===== src/rtl/cpu_pkg.sv =====
// Shared definitions for the 5-stage core: opcode constants, default field
// widths and the hazard controller state encoding.
package cpu_pkg;

  localparam int OP_W_DEF = 4;
  localparam int RA_W_DEF = 4;

  localparam logic [OP_W_DEF-1:0] OP_ALU = 4'b0000;
  localparam logic [OP_W_DEF-1:0] OP_LW  = 4'b0001;
  localparam logic [OP_W_DEF-1:0] OP_SW  = 4'b0010;
  localparam logic [OP_W_DEF-1:0] OP_BEQ = 4'b0011;
  localparam logic [OP_W_DEF-1:0] OP_HLT = 4'b1111;

  typedef enum logic [1:0] {
    HZ_RUN        = 2'd0,
    HZ_LU_STALL   = 2'd1,
    HZ_HALT_DRAIN = 2'd2,
    HZ_HALTED     = 2'd3
  } hz_state_e;

endpackage


===== src/rtl/hazard_ctrl_if.sv =====
// Signal bundle between the ID-stage pipeline logic (master) and the hazard
// controller (slave), including the controller's debug view of its FSM.
interface hazard_ctrl_if
  import cpu_pkg::*;
#(
  parameter int OP_W  = OP_W_DEF,
  parameter int RA_W  = RA_W_DEF,
  parameter int CNT_W = 16
);

  // Enables are level signals sampled on the rising clock edge: a stage
  // register updates only in a cycle where its write enable is 1; flush and
  // bubble override the loaded contents with a NOP in that same cycle.
  logic [OP_W-1:0]  id_opcode;
  logic [RA_W-1:0]  id_rs;
  logic [RA_W-1:0]  id_rt;
  logic             id_rs_used;
  logic             id_rt_used;
  logic [RA_W-1:0]  ex_rt;
  logic             ex_mem_read;
  logic             branch_taken;
  logic             mem_busy;

  logic             pc_write;
  logic             if_id_write;
  logic             if_id_flush;
  logic             id_ex_bubble;
  logic             halted;
  logic [CNT_W-1:0] stall_cnt;

  hz_state_e        dbg_state;
  logic [2:0]       dbg_cnt;

  modport master (
    output id_opcode, id_rs, id_rt, id_rs_used, id_rt_used,
    output ex_rt, ex_mem_read, branch_taken, mem_busy,
    input  pc_write, if_id_write, if_id_flush, id_ex_bubble,
    input  halted, stall_cnt, dbg_state, dbg_cnt
  );

  modport slave (
    input  id_opcode, id_rs, id_rt, id_rs_used, id_rt_used,
    input  ex_rt, ex_mem_read, branch_taken, mem_busy,
    output pc_write, if_id_write, if_id_flush, id_ex_bubble,
    output halted, stall_cnt, dbg_state, dbg_cnt
  );

endinterface


===== src/rtl/sat_counter.sv =====
// Up-counter that sticks at all-ones instead of wrapping.
module sat_counter #(
  parameter int CNT_W = 16
) (
  input  logic             clk,
  input  logic             rst,
  input  logic             inc,
  output logic [CNT_W-1:0] count
);

  logic [CNT_W-1:0] count_q, count_d;

  always_comb begin
    count_d = count_q;
    if (inc && (count_q != {CNT_W{1'b1}})) begin
      count_d = count_q + 1'b1;
    end
  end

  always_ff @(posedge clk or posedge rst) begin
    if (rst) begin
      count_q <= '0;
    end else begin
      count_q <= count_d;
    end
  end

  assign count = count_q;

endmodule


===== src/rtl/hazard_ctrl.sv =====
// Pipeline hazard controller: multi-cycle load-use stalls, taken-branch flush,
// data-memory freeze, sticky halt with drain, and a stall-cycle counter.
module hazard_ctrl
  import cpu_pkg::*;
#(
  parameter int              OP_W     = OP_W_DEF,
  parameter int              RA_W     = RA_W_DEF,
  parameter logic [OP_W-1:0] HLT_OP   = OP_W'(OP_HLT),
  parameter int              LOAD_LAT = 1,
  parameter int              DRAIN    = 3,
  parameter int              ZERO_REG = 1,
  parameter int              CNT_W    = 16
) (
  input  logic          clk,
  input  logic          rst,
  hazard_ctrl_if.slave  hz
);

  localparam logic [2:0] LAT_M1   = 3'(LOAD_LAT - 1);
  localparam logic [2:0] DRAIN_M1 = 3'(DRAIN - 1);

  hz_state_e  state_q, state_d;
  logic [2:0] cnt_q, cnt_d;
  logic       halted_q, halted_d;

  logic rs_match, rt_match, zero_block, lu_hit;
  logic pc_write, if_id_write, if_id_flush, id_ex_bubble;
  logic bubble_inc;

  always_comb begin
    rs_match   = hz.id_rs_used && (hz.id_rs == hz.ex_rt);
    rt_match   = hz.id_rt_used && (hz.id_rt == hz.ex_rt);
    zero_block = (ZERO_REG != 0) && (hz.ex_rt == {RA_W{1'b0}});
    lu_hit     = hz.ex_mem_read && (rs_match || rt_match) && !zero_block;
  end

  always_comb begin
    state_d      = state_q;
    cnt_d        = cnt_q;
    pc_write     = 1'b0;
    if_id_write  = 1'b0;
    if_id_flush  = 1'b0;
    id_ex_bubble = 1'b0;

    if (rst) begin
      id_ex_bubble = 1'b1;
    end else if (state_q == HZ_HALTED) begin
      // Terminal until reset; the freeze and branch inputs no longer matter.
      id_ex_bubble = 1'b1;
    end else if (hz.mem_busy) begin
      // Whole pipe frozen: all enables low, state and counters hold.
      state_d = state_q;
    end else begin
      unique case (state_q)
        HZ_RUN: begin
          if (hz.branch_taken) begin
            // The instruction in ID is squashed, so HLT/load-use there is moot.
            pc_write     = 1'b1;
            if_id_write  = 1'b1;
            if_id_flush  = 1'b1;
            id_ex_bubble = 1'b1;
          end else if (hz.id_opcode == HLT_OP) begin
            id_ex_bubble = 1'b1;
            if (DRAIN == 1) begin
              state_d = HZ_HALTED;
            end else begin
              state_d = HZ_HALT_DRAIN;
              cnt_d   = DRAIN_M1;
            end
          end else if (lu_hit) begin
            id_ex_bubble = 1'b1;
            if (LOAD_LAT > 1) begin
              state_d = HZ_LU_STALL;
              cnt_d   = LAT_M1;
            end
          end else begin
            pc_write    = 1'b1;
            if_id_write = 1'b1;
          end
        end
        HZ_LU_STALL: begin
          id_ex_bubble = 1'b1;
          cnt_d        = cnt_q - 3'd1;
          if (cnt_q == 3'd1) begin
            state_d = HZ_RUN;
          end
        end
        HZ_HALT_DRAIN: begin
          id_ex_bubble = 1'b1;
          cnt_d        = cnt_q - 3'd1;
          if (cnt_q == 3'd1) begin
            state_d = HZ_HALTED;
          end
        end
        default: begin
          id_ex_bubble = 1'b1;
        end
      endcase
    end

    halted_d = (state_d == HZ_HALTED);
  end

  always_ff @(posedge clk or posedge rst) begin
    if (rst) begin
      state_q  <= HZ_RUN;
      cnt_q    <= 3'd0;
      halted_q <= 1'b0;
    end else begin
      state_q  <= state_d;
      cnt_q    <= cnt_d;
      halted_q <= halted_d;
    end
  end

  // Flush bubbles come from a squashed branch shadow, not a stall.
  assign bubble_inc = id_ex_bubble && !if_id_flush && !rst;

  sat_counter #(
    .CNT_W (CNT_W)
  ) u_stall_cnt (
    .clk   (clk),
    .rst   (rst),
    .inc   (bubble_inc),
    .count (hz.stall_cnt)
  );

  assign hz.pc_write     = pc_write;
  assign hz.if_id_write  = if_id_write;
  assign hz.if_id_flush  = if_id_flush;
  assign hz.id_ex_bubble = id_ex_bubble;
  assign hz.halted       = halted_q;
  assign hz.dbg_state    = state_q;
  assign hz.dbg_cnt      = cnt_q;

endmodule


===== src/flat_wrapper.sv =====
// flat-port wrapper written by rule: the top's interface ports become plain ports
module hazard_ctrl_flat import cpu_pkg::*;
#(
  parameter int              OP_W     = OP_W_DEF,
  parameter int              RA_W     = RA_W_DEF,
  parameter logic [OP_W-1:0] HLT_OP   = OP_W'(OP_HLT),
  parameter int              LOAD_LAT = 1,
  parameter int              DRAIN    = 3,
  parameter int              ZERO_REG = 1,
  parameter int              CNT_W    = 16
)
  (clk, rst, hz_id_opcode, hz_id_rs, hz_id_rt, hz_id_rs_used, hz_id_rt_used, hz_ex_rt, hz_ex_mem_read, hz_branch_taken, hz_mem_busy, hz_pc_write, hz_if_id_write, hz_if_id_flush, hz_id_ex_bubble, hz_halted, hz_stall_cnt, hz_dbg_state, hz_dbg_cnt);
  hazard_ctrl_if #(.OP_W(OP_W), .RA_W(RA_W), .CNT_W(CNT_W)) hz_i ();
  input  logic clk;
  input  logic rst;
  input wire logic [$bits(hz_i.id_opcode)-1:0] hz_id_opcode;
  input wire logic [$bits(hz_i.id_rs)-1:0] hz_id_rs;
  input wire logic [$bits(hz_i.id_rt)-1:0] hz_id_rt;
  input wire logic [$bits(hz_i.id_rs_used)-1:0] hz_id_rs_used;
  input wire logic [$bits(hz_i.id_rt_used)-1:0] hz_id_rt_used;
  input wire logic [$bits(hz_i.ex_rt)-1:0] hz_ex_rt;
  input wire logic [$bits(hz_i.ex_mem_read)-1:0] hz_ex_mem_read;
  input wire logic [$bits(hz_i.branch_taken)-1:0] hz_branch_taken;
  input wire logic [$bits(hz_i.mem_busy)-1:0] hz_mem_busy;
  output wire logic [$bits(hz_i.pc_write)-1:0] hz_pc_write;
  output wire logic [$bits(hz_i.if_id_write)-1:0] hz_if_id_write;
  output wire logic [$bits(hz_i.if_id_flush)-1:0] hz_if_id_flush;
  output wire logic [$bits(hz_i.id_ex_bubble)-1:0] hz_id_ex_bubble;
  output wire logic [$bits(hz_i.halted)-1:0] hz_halted;
  output wire logic [$bits(hz_i.stall_cnt)-1:0] hz_stall_cnt;
  output wire logic [$bits(hz_i.dbg_state)-1:0] hz_dbg_state;
  output wire logic [$bits(hz_i.dbg_cnt)-1:0] hz_dbg_cnt;
  assign hz_i.id_opcode = hz_id_opcode;
  assign hz_i.id_rs = hz_id_rs;
  assign hz_i.id_rt = hz_id_rt;
  assign hz_i.id_rs_used = hz_id_rs_used;
  assign hz_i.id_rt_used = hz_id_rt_used;
  assign hz_i.ex_rt = hz_ex_rt;
  assign hz_i.ex_mem_read = hz_ex_mem_read;
  assign hz_i.branch_taken = hz_branch_taken;
  assign hz_i.mem_busy = hz_mem_busy;
  assign hz_pc_write = hz_i.pc_write;
  assign hz_if_id_write = hz_i.if_id_write;
  assign hz_if_id_flush = hz_i.if_id_flush;
  assign hz_id_ex_bubble = hz_i.id_ex_bubble;
  assign hz_halted = hz_i.halted;
  assign hz_stall_cnt = hz_i.stall_cnt;
  assign hz_dbg_state = hz_i.dbg_state;
  assign hz_dbg_cnt = hz_i.dbg_cnt;
  hazard_ctrl #(.OP_W(OP_W), .RA_W(RA_W), .HLT_OP(HLT_OP), .LOAD_LAT(LOAD_LAT), .DRAIN(DRAIN), .ZERO_REG(ZERO_REG), .CNT_W(CNT_W)) u_core (.clk(clk), .rst(rst), .hz(hz_i));
endmodule

===== config.mk =====
export PLATFORM = sky130hd
export DESIGN_NAME = hazard_ctrl_flat
export DESIGN_NICKNAME = d
export VERILOG_FILES = /design/src/rtl/cpu_pkg.sv /design/src/rtl/hazard_ctrl_if.sv /design/src/rtl/sat_counter.sv /design/src/rtl/hazard_ctrl.sv /design/src/flat_wrapper.sv
export SDC_FILE = /design/constraint.sdc
export NUM_CORES = 1
export LEC_CHECK = 0
export BUFFER_PORTS_ARGS = -buffer_cell sky130_fd_sc_hd__buf_2
export CAP_MARGIN = 30
export CORE_AREA = 2 2 54 56
export CTS_BUF_LIST = sky130_fd_sc_hd__clkbuf_4 sky130_fd_sc_hd__clkbuf_8
export DETAILED_ROUTE_END_ITERATION = 7
export DIE_AREA = 0 0 56 58
export PLACE_DENSITY = 0.91
export SKIP_LAST_GASP = 1
export SYNTH_ARGS = -nofsm -noshare
export SYNTH_HDL_FRONTEND = slang
export SYNTH_SLANG_ARGS = --single-unit

===== constraint.sdc =====
create_clock -name clk -period 3.65 [get_ports clk]
set_clock_uncertainty 0.1 [all_clocks]
set_input_delay 1.095 -clock clk [delete_from_list [all_inputs] [get_ports clk]]
set_output_delay 1.095 -clock clk [all_outputs]
set_load 0.02 [all_outputs]

# After elaboration in Yosys (flattened, before gate mapping)
# Index checks and enable logic that the tools add are counted.
dict set report totals {
  ff_bits 22
  latch_bits 0
  ram_bits 0
  romBits 0
  input_bits 23
  out_inout_bits 26
  mem_count 0
}
dict set report op_classes {
  n_addsub 2
  n_mul 0
  n_div 0
  magnitude_cmp 0
  eq_ne 11
  shifts 0
  n_mux 30
  n_bitwise 3
  reduce_logical 16
}
# cell count
set op_table {}
lappend op_table {{$mux W1} 19}
lappend op_table {{$add A16 B1 Y16 const B} 1}
lappend op_table {{$ne A16 B16 Y1 const B} 1}
lappend op_table {{$mux W2} 7}
lappend op_table {{$eq A4 B4 Y1} 2}
lappend op_table {{$logic_and A1 B1 Y1} 7}
lappend op_table {{$eq A2 B2 Y1 const B} 3}
lappend op_table {{$mux W3} 2}
lappend op_table {{$pmux W2 S3} 1}
lappend op_table {{$pmux W3 S2} 1}
lappend op_table {{$reduce_and A6 Y1} 1}
lappend op_table {{$eq A4 B4 Y1 const B} 1}
lappend op_table {{$logic_not A4 Y1} 1}
lappend op_table {{$eq A3 B1 Y1 const B} 1}
lappend op_table {{$logic_not A1 Y1} 3}
lappend op_table {{$not A1 Y1} 3}
lappend op_table {{$sub A3 B1 Y3 const B} 1}
lappend op_table {{$eq A2 B1 Y1 const B} 1}
lappend op_table {{$logic_not A2 Y1} 1}
lappend op_table {{$ne A2 B1 Y1 const B} 1}
lappend op_table {{$ne A2 B2 Y1 const B} 1}
lappend op_table {{$reduce_bool A2 Y1} 1}
lappend op_table {{$reduce_or A2 Y1} 1}
lappend op_table {{$logic_or A1 B1 Y1} 1}

# Depth between registers and ports, before layout
# Gate-level depths: netlist of run 1.
dict set report logic_depth {
  ltp_word 15
  depth_mapped 8
  ltp_nobuf 8
}

# Cells and area by module
# Synthesis of run 1 repeated with hierarchy kept, for this count alone.
dict set report unflattened {
  hier_cells 142
  hier_area_um2 1420.1
}
# module instances cells_each area_per_inst_um2 seq_area_each_um2
set modules_own_cells {}
lappend modules_own_cells {sat_counter 1 71 805.8 400.4}
lappend modules_own_cells {hazard_ctrl 1 71 614.3 150.1}

# Worst setup path after synthesis of run 1
# Ideal clock, no wire load.
dict set report synth_path {
  path_type {input to output}
  startpoint {in hz_ex_rt[3]}
  endpoint {out hz_id_ex_bubble}
  arrival_ns 2.331
  required_time_ns 2.455
  slack_ns 0.124
  stages 6
  path_cell_list {xnor2_1 nand3_1 o22ai_2 a21boi_0 and3b_1 o21ai_0}
}
dict set report synth_via {
  elab_chain_len 12
}
# element line
set synth_rtl {}
lappend synth_rtl {{start: declaration} flat_wrapper.sv:21} ;# input wire logic [$bits(hz_i.ex_rt)-1:0] hz_ex_rt;
lappend synth_rtl {{$eq A4 B4 Y1, on equally long branches} {hazard_ctrl.sv:31, hazard_ctrl.sv:32}}
lappend synth_rtl {{$logic_and A1 B1 Y1, on equally long branches} {hazard_ctrl.sv:31, hazard_ctrl.sv:32}}
lappend synth_rtl {{$logic_or A1 B1 Y1} hazard_ctrl.sv:34} ;# lu_hit = hz.ex_mem_read && (rs_match || rt_match) && !zero_block;
lappend synth_rtl {{$logic_and A1 B1 Y1} hazard_ctrl.sv:34}
lappend synth_rtl {{$logic_and A1 B1 Y1 (*)} hazard_ctrl.sv:34}
lappend synth_rtl {{$mux W1 (*)} hazard_ctrl.sv:70} ;# end else if (lu_hit) begin
lappend synth_rtl {{$mux W1 (*)} hazard_ctrl.sv:62} ;# end else if (hz.id_opcode == HLT_OP) begin
lappend synth_rtl {{$mux W1 (*)} hazard_ctrl.sv:56} ;# if (hz.branch_taken) begin
lappend synth_rtl {{$mux W1 (*)} hazard_ctrl.sv:54} ;# unique case (state_q)
lappend synth_rtl {{$mux W1 (*)} hazard_ctrl.sv:50} ;# end else if (hz.mem_busy) begin
lappend synth_rtl {{$mux W1 (*)} hazard_ctrl.sv:47} ;# end else if (state_q == HZ_HALTED) begin
lappend synth_rtl {{$mux W1 (*)} hazard_ctrl.sv:45} ;# if (rst) begin
lappend synth_rtl {{end: declaration} flat_wrapper.sv:28} ;# output wire logic [$bits(hz_i.id_ex_bubble)-1:0] hz_id_ex_bubble;
# Mark *: on every way between the ends. The rest lies on a longest branch, timed or not.

# Worst setup path after layout of run 1
dict set report layout_path {
  startpoint {in hz_ex_rt[0]}
  endpoint {out hz_id_ex_bubble}
}
# Same word-level chain as after synthesis.

==> flow_summary.yaml, run 1 <==
layout:
  regArea_um2: 551
  drive_gt1_share_pct: 35.6
  fill_cells: 231
  multi_input_area_um2: 836
  final_util_pct: 65.6
  antenna_cells: 0
  nets: 220
  area_delta_synth_final_pct: 20.8
floorplan:
  die_w_um: 56
  start_util_pct: 54.3
  dieArea_um2: 3250
  core_um2: 2660
  io_pins: 49
  die_y_um: 58
  fp-row-count: 19
logic_synthesis:
  synth_nets: 168
  syn_avg_cell_area_um2: 10.6
  ys_top_cells_by_area: "dfrtp_1 (38%), xor2_1 (7.3%), ha_1 (6.9%)"
  netlist_area_um2: 1450
  synth_cells: 137
  synth-main-ff-cell: "dfrtp_1"
  synth-edff-count: 0
  ys_ff_latch: 22
  synth_top_area_share_pct: 38.1
  ys_warn_count: 0
  seq_area_frac_synth_pct: 38.1
  ys_types: 37
  yosysTopAreaCell: "dfrtp_1"
  async_reset_ff_share_pct: 100
pwr:
  powerDensity_nw_per_um2: 531
  irDropWorstVdd_mv: 0.557
  cellLeakagePower_nw: 0.869
drt:
  viasPerCell: 5.34
  drt_first_iter_violations: 20
  wl_per_cell_um: 13.1
  finalWirelength_um: 2860
  dr.pass1.iters: 4
  ant_nets: 0
  drcViolationCount: 0
  num_vias: 1170
sta:
  fin_tns_setup_ns: 0
  fin_crit_ns: 3.49
  slew_violations: 0
  rsz0062_at_grt: "no"
  hold_viol_final: 0
  slew_headroom_pct: 61.8
  finalSetupViolations: 0
  tightest_slew_ns: 0.572
  fin_crit_sh_pct: 95.7
  setup_ws_ns: 0.157
  clock.fmax_ghz: 0.286
worst_setup_path:
  cp-start-kind: "input port"
  cp_data_required_time_ns: 2.45
  arrival_ns: 2.30
  r2r_setup_slack_ns: 1.43
  reg2reg_depth: 6
  path_max_fanout: 3
  cp-end-kind: "output port"
  crit_type: "in -> out"
place:
  place_congestion: 0.743
  place.detailed.hpwl_um: 2270
  port_buffers: 48
  place_ws_ns: 0.0289
flow_run:
  maxCapViolCount: 0
clock_tree:
  cts_buffers: 3
  h-tree-depth: 1
  cts_tree: "done"
  cts-root-buf: "clkbuf_4"
  cts_buffer_depth: 2
  insertion_delay_ns: 0.32
  clk_pin_slew_ns: 0.13
  numClockSinks: 22
global_route:
  antenna_found_initial: 0
  grt_max_degree: 23
  overflow: 0
  grt_pass1_wl_um: 5040
  grt_pass1_vias: 1166
  grt_usage_pct: 19.7
outcome:
  status: "completed"
worst_hold_path:
  hold_path_depth: 1
  hold_class: "reg -> reg"
==> state kept, by name, summed over array words and instances, names as in the netlist <==
name                      cells
u_core.hz.dbg_state           2
u_core.hz.dbg_cnt             3
u_core.hz.halted              1
u_core.u_stall_cnt.count     16
==> where the power goes <==
group	internal (mW)	switching [mW]
registers	0.303	0.0649
logic	0.161	0.259
clock network	0.0610	0.0784
==> final timing paths <==
kind	startpoint	to
setup / recovery	hz_ex_rt[0]	hz_id_ex_bubble
hold / removal	u_core.u_stall_cnt.count[7]	u_core.u_stall_cnt.count[7]
setup reg to reg	u_core.hz.dbg_state[0]	u_core.u_stall_cnt.count[1]
hold reg to reg	u_core.u_stall_cnt.count[7]	u_core.u_stall_cnt.count[7]
max in group asynchronous	rst	u_core.u_stall_cnt.count[0]
min in group asynchronous	rst	u_core.u_stall_cnt.count[13]
==> worst max-delay path, cell delays in order <==
cell	delay [ns]
buf_2	0.13
o41a_1	0.47
a21boi_1	0.20
and3b_1	0.18
o21ai_0	0.07
buf_2	0.16
==> final cells by class <==
class                      instances  share of cell area (%)
sequential                        22                    31.5
tap                               31                    2.22
multi-input combinational        104                    47.9
timing repair buffer              50                    14.6
clock buffer                       4                    2.08
inverter                           8                    1.72
==> metrics by stage <==
step | total power, mW | area [um^2] | cells | hold WS [ns]
2_1_floorplan | 0.671 | 1450 | 137 | 0.496
3_3_place_gp | 0.780 | 1700 | 214 | 0.380
3_5_place_dp | 0.797 | 1700 | 214 | 0.390
4_1_cts | 0.933 | 1740 | 218 | 0.410
5_1_grt | 1.00 | 1750 | 219 | 0.428
6_report | 0.927 | 1750 | 219 | 0.408
==> cell families after synthesis <==
| kind of cell | synth area share [%] |
|---|---|
| AO/OA/AOI/OAI | 10.5 |
| XOR/XNOR | 13.9 |
| adder cells (fa/ha/maj) | 6.92 |
| buffers and inverters | 4.15 |
| flip-flops | 38.1 |
| multiplexers | 0.778 |
| AND/OR/NAND/NOR | 25.7 |
==> cell usage in the layout, fill, tap and decap left out, types with 2 or more instances in the layout <==
| cell | instances |
|---|---|
| buf_2 | 48 |
| nor4_4 | 4 |
| nand4b_1 | 3 |
| clkbuf_4 | 3 |
| o21ai_0 | 5 |
| and3_4 | 2 |
| dfrtp_1 | 22 |
| nor2_1 | 8 |
| nor3_1 | 6 |
| nand3_1 | 9 |
| and3_1 | 2 |
| nand4_1 | 2 |
| ha_1 | 8 |
| xor2_1 | 12 |
| and2_1 | 2 |
| buf_4 | 2 |
| xnor2_1 | 11 |
| a21oi_1 | 3 |
| inv_1 | 8 |
| nand2_1 | 9 |
==> metal layers <==
metal	share of wire [%]	up-vias	global-route usage [%]
li1	-	585	-
met1	41	555	22.3
met2	53	26	36.6
met3	5.0	4	5.13
met4	0.84	0	5.44
met5	0	-	0
==> timing repair <==
item                                    in CTS  in global routing
endpoints found under the hold margin        0                  0
endpoints found under the setup margin       0                  1
setup buffers                                0                  1
resized for setup                            0                  1
hold buffers                                 0                  0
==> synth_stat cells (all sizes together) (3+ instances only) <==
cell type  number
a21oi           4
and3            4
buf             3
dfrtp          22
ha              8
inv             8
nand2           9
nand3           9
nand4b          3
nor2            8
nor3            6
nor4            5
o21ai           5
xnor2          11
xor2           12
Note: power is estimated with default switching activity, not from simulation.
==> inputs of run 2 (changes only) <==
ABC_AREA = 1   (was unset)
CORE_AREA = 2 2 60 62   (was 2 2 54 56)
DIE_AREA = 0 0 62 64   (was 0 0 56 58)
PLACE_DENSITY = 0.85   (was 0.91)
clock period = 3.9 ns   (was 3.65 ns; I/O delays follow)
==> flow_summary.yaml, run 2 <==
worst_setup_path:
  cp-end-kind: "output port"
  cp_num_buf_inv: 3
  crit_slowest_cell: "nor3_1"
  crit_type: "in -> out"
  path_max_fanout: 3
  cp_top_family: "simple AND/OR/NAND/NOR gates"
  cp-start-kind: "input port"
  cpMostUsedCell: "buf_2"
  cp_data_required_time_ns: 2.63
  max_stage_delay_ns: 0.25
  cp_cell_sequence: "buf_2 -> nor2_2 -> nand2_1 -> nor2_1 -> inv_2 -> nor3_1 -> buf_2"
  arrival_ns: 2.25
logic_synthesis:
  ys_top_cells_by_area: "dfrtp_1 (32%), nand2_1 (10%), nand2_2 (7.6%)"
  yosysMostFrequentCell: "nand2_1"
  async_reset_ff_share_pct: 100
  synth-main-ff-cell: "dfrtp_1"
  ys_types: 31
  synth_cells: 223
  synth_top_area_share_pct: 32.0
  syn_avg_cell_area_um2: 7.71
  synth_nets: 254
  seq_area_frac_synth_pct: 32.0
  yosysTopAreaCell: "dfrtp_1"
  ys_ff_latch: 22
  ys_warn_count: 0
  synth_commonest_cells: "nand2_1 (48), dfrtp_1 (22), inv_1 (22), nor2_1 (22), nand2_2 (21)"
  netlist_area_um2: 1720
  synth-edff-count: 0
layout:
  final_cell_mix: "nand2_1 (48), buf_2 (48), inv_1 (22), nor2_1 (22), dfrtp_1 (22)"
  fill_cells: 319
  antenna_cells: 0
  drive_gt1_share_pct: 32.5
  stdcell_count: 317
  largest_register_ffs: 16
  design_area_um2: 2010
  area_delta_synth_final_pct: 16.7
  nets: 303
pwr:
  p_int_uw: 463
  power_switching_share_pct: 44.1
  pwr-share-seq_pct: 39.8
  switchingPower_uw: 365
  power_frac_comb_pct: 44.3
  powerDensity_nw_per_um2: 412
  clockPowerShare_pct: 15.9
  cellLeakagePower_nw: 1.11
  p_total_uw: 828
  irDropWorstVdd_mv: 0.231
sta:
  tightest_slew_ns: 0.856
  slew_headroom_pct: 42.9
  fin_crit_ns: 3.52
  slew_violations: 0
  hold_viol_final: 0
  rsz0062_at_grt: "no"
  fin_tns_setup_ns: 0
  fin_crit_sh_pct: 90.3
  clock.fmax_ghz: 0.284
  finalSetupViolations: 0
clock_tree:
  cts_buffers: 3
  cts-resized-gates: 0
  postCtsHoldBufs: 0
  cts_tree: "done"
  h-tree-depth: 1
  cts-root-buf: "clkbuf_4"
  insertion_delay_ns: 0.32
  numClockSinks: 22
  clk_pin_slew_ns: 0.13
  cts_buffer_depth: 2
  post_cts_buffers: 0
place:
  port_buffers: 48
  place_congestion: 0.884
  place.detailed.hpwl_um: 2890
  placed_cells: 313
  placed_area_um2: 1970
drt:
  viasPerCell: 5.11
  num_vias: 1619
  dr.pass1.iters: 4
  ant_nets: 0
  drcViolationCount: 0
  drt_first_iter_violations: 57
  finalWirelength_um: 3820
  wl_per_cell_um: 12.1
global_route:
  grt_max_degree: 23
  grt_pass1_wl_um: 6290
  overflow: 0
  grt_pass1_vias: 1496
  antenna_found_initial: 0
  grt_usage_pct: 20.3
floorplan:
  die_w_um: 62
  fp-row-count: 21
  io_pins: 49
  core_um2: 3280
  die_y_um: 64
  dieArea_um2: 3970
  start_util_pct: 52.4
flow_run:
  maxCapViolCount: 0
outcome:
  status: "completed"
worst_hold_path:
  hold_class: "reg -> reg"
[run 2: power by group through the flow]
stage / clock, mW / sequential, mW / combinational [mW]
floorplan: 0 / 0.378 / 0.216
finish: 0.132 / 0.330 / 0.367
detailed placement: 0 / 0.334 / 0.369
global route: 0.140 / 0.339 / 0.407
global placement: 0 / 0.333 / 0.355
CTS: 0.132 / 0.331 / 0.370
[run 2: path summary, 6_finish.rpt]
| check | from | endpoint | slack (ns) | cells after the start |
|---|---|---|---|---|
| setup / recovery | rst | hz_if_id_write | 0.38 | 7 |
| min in group asynchronous | rst | u_core.u_stall_cnt.count[1] | 0.94 | 2 |
| setup reg to reg | u_core.hz.dbg_state[0] | u_core.u_stall_cnt.count[5] | 1.72 | 10 |
| hold reg to reg | u_core.u_stall_cnt.count[15] | u_core.u_stall_cnt.count[15] | 0.44 | 2 |
| max in group asynchronous | rst | u_core.hz.dbg_state[1] | 2.22 | 2 |
| hold / removal | u_core.u_stall_cnt.count[15] | u_core.u_stall_cnt.count[15] | 0.44 | 2 |
[run 2: area by class of cell]
type | count | area [um^2] | share of cell area, %
Clock buffer | 4 | 36.3 | 1.81
Inverter | 26 | 97.6 | 4.86
Multi-Input combinational cell | 170 | 1020 | 50.7
Sequential cell | 22 | 551 | 27.4
Tap cell | 46 | 57.6 | 2.87
Timing Repair Buffer | 49 | 248 | 12.3
[run 2: logic make-up after synthesis]
logic type,synth area share (%)
fa+ha+maj,5.82
xor+xnor,8.15
simple gates,41.8
compound gates,3.35
flops,32.0
buf+inv,8.87
[run 2: layer usage]
metal	up-vias	share of wire [%]	track usage, %	wire length (um)
met5	-	0	0	0
met4	0	1.6	7.18	63
met3	7	3.4	1.82	129
met2	41	50	35.5	1920
met1	758	45	25.1	1710
li1	813	-	-	-
[run 2: per-stage QoR]
step                worst slack (ns)  utilization, %  hold slack (ns)
floorplan                      0.232               -            0.509
global placement               0.463            60.0            0.403
detailed placement             0.388            60.0            0.411
CTS                            0.384            61.1            0.442
global route                   0.248            61.1            0.457
finish                         0.377            61.1            0.437
[run 2: worst min-delay path: stages (launching register included)]
cell     delay, ns
dfrtp_1       0.41
nand2_2       0.07
nand2_2       0.04
==> inputs of run 3 (changes only) <==
CELL_PAD_IN_SITES_DETAIL_PLACEMENT = 0   (was unset)
CELL_PAD_IN_SITES_GLOBAL_PLACEMENT = 1   (was unset)
CORE_AREA = 2 2 74 76   (was 2 2 60 62)
DIE_AREA = 0 0 76 78   (was 0 0 62 64)
PLACE_DENSITY = 0.81   (was 0.85)
clock period = 3.1 ns   (was 3.9 ns; I/O delays follow)
==> flow_summary.yaml, run 3 (synthesized netlist as in run 2, its figures left out) <==
outcome:
  status: "completed"
drt:
  num_vias: 1555
  wl_per_cell_um: 11.1
  drt_first_iter_violations: 66
  ant_nets: 0
  drcViolationCount: 0
  viasPerCell: 4.56
  dr.pass1.iters: 4
  finalWirelength_um: 3770
clock_tree:
  cts_tree: "done"
  insertion_delay_ns: 0.27
  cts_buffer_depth: 2
  post_cts_buffers: 0
  cts-resized-gates: 0
  numClockSinks: 22
  clk_pin_slew_ns: 0.09
  cts_buffers: 3
  postCtsHoldBufs: 0
  cts-root-buf: "clkbuf_8"
  h-tree-depth: 1
floorplan:
  start_util_pct: 34.1
  die_y_um: 78
  fp-row-count: 26
  io_pins: 49
  dieArea_um2: 5930
  core_um2: 5040
  die_w_um: 76
global_route:
  grt_usage_pct: 13.6
  antenna_found_initial: 0
  overflow: 0
  grt_max_degree: 23
  grt_pass1_wl_um: 6670
  grt_pass1_vias: 1511
place:
  placed_area_um2: 2010
  place_congestion: 0.833
  port_buffers: 48
  place.detailed.hpwl_um: 2910
layout:
  final_cell_mix: "nand2_1 (48), buf_2 (48), inv_1 (22), nor2_1 (22), dfrtp_1 (22)"
  nets: 303
  area_delta_synth_final_pct: 20.7
  drive_gt1_share_pct: 32.8
  design_area_um2: 2080
  largest_register_ffs: 16
  antenna_cells: 0
worst_setup_path:
  cp_data_required_time_ns: 2.07
  cp-end-kind: "output port"
  r2r-end: "u_core.u_stall_cnt.count[1]"
  r2r_setup_slack_ns: 1.00
  path_max_fanout: 3
  rr_startpoint: "u_core.hz.dbg_state[0]"
  crit_end: "hz_if_id_write"
  arrival_ns: 1.88
  crit_type: "in -> out"
  startpoint: "rst"
  cp-start-kind: "input port"
  reg2reg_depth: 10
pwr:
  power_frac_comb_pct: 40.0
  irDropWorstVdd_mv: 0.313
  clockPowerShare_pct: 23.8
  powerDensity_nw_per_um2: 552
  switchingPower_uw: 462
  power_switching_share_pct: 40.3
  pwr-share-seq_pct: 36.2
  p_int_uw: 684
  cellLeakagePower_nw: 1.13
sta:
  fin_crit_sh_pct: 93.7
  rsz0062_at_grt: "no"
  fin_tns_setup_ns: 0
  hold_viol_final: 0
  fin_crit_ns: 2.91
  clock.fmax_ghz: 0.344
  tightest_slew_ns: 0.873
  finalSetupViolations: 0
  slew_violations: 0
  slew_headroom_pct: 41.7
flow_run:
  maxCapViolCount: 0
worst_hold_path:
  hold_class: "reg -> reg"
## run 3: how the worst min path moves through the flow
stage | from | to | slack [ns] | cells after the start
after floorplan | u_core.u_stall_cnt.count[15] | u_core.u_stall_cnt.count[15] | 0.51 | 2
after global placement | u_core.u_stall_cnt.count[15] | u_core.u_stall_cnt.count[15] | 0.40 | 2
after detailed placement | u_core.u_stall_cnt.count[15] | u_core.u_stall_cnt.count[15] | 0.41 | 2
after CTS | u_core.u_stall_cnt.count[15] | u_core.u_stall_cnt.count[15] | 0.44 | 2
after global routing | u_core.u_stall_cnt.count[15] | u_core.u_stall_cnt.count[15] | 0.46 | 2
final | u_core.u_stall_cnt.count[12] | u_core.u_stall_cnt.count[12] | 0.43 | 2
## run 3: power groups by stage
| stage | logic, mW | clock network [mW] | registers, mW |
|---|---|---|---|
| 2_1_floorplan | 0.273 | 0 | 0.476 |
| 3_3_place_gp | 0.454 | 0 | 0.421 |
| 3_5_place_dp | 0.462 | 0 | 0.420 |
| 4_1_cts | 0.463 | 0.283 | 0.416 |
| 5_1_grt | 0.517 | 0.296 | 0.427 |
| 6_report | 0.458 | 0.273 | 0.415 |
## run 3: metrics by stage
step | hold slack [ns] | instances | power [mW] | utilization (%) | worst slack, ns
detailed placement | 0.413 | 337 | 0.882 | 39.8 | 0.176
finish | 0.429 | 341 | 1.15 | 41.2 | 0.194
CTS | 0.435 | 341 | 1.16 | 41.2 | 0.173
floorplan | 0.509 | 223 | 0.750 | - | 0.132
global route | 0.457 | 341 | 1.24 | 41.2 | 0.0678
global placement | 0.397 | 337 | 0.875 | 39.8 | 0.188
## run 3: metal layers
layer	vias up	share of wire, %	track usage (%)
met2	30	46	23.1
met5	-	0	0
met4	0	1.5	4.91
met3	4	2.7	1.63
li1	820	-	-
met1	701	49	17.9
## run 3: critical path: stages
cell and delay (ns):
buf_2 0.13, nor2_2 0.14, nand2_1 0.09, nor2_1 0.14, inv_2 0.07, nor3_2 0.19, buf_2 0.19
## run 3: cell type report
type                            instances  area (um^2)
Timing Repair Buffer                   49          248
Multi-Input combinational cell        170         1020
Fill cell                             519         2970
Clock buffer                            3         41.3
Tap cell                               70         87.6
Sequential cell                        22          551
Inverter                               26         97.6
Clock inverter                          1         30.0
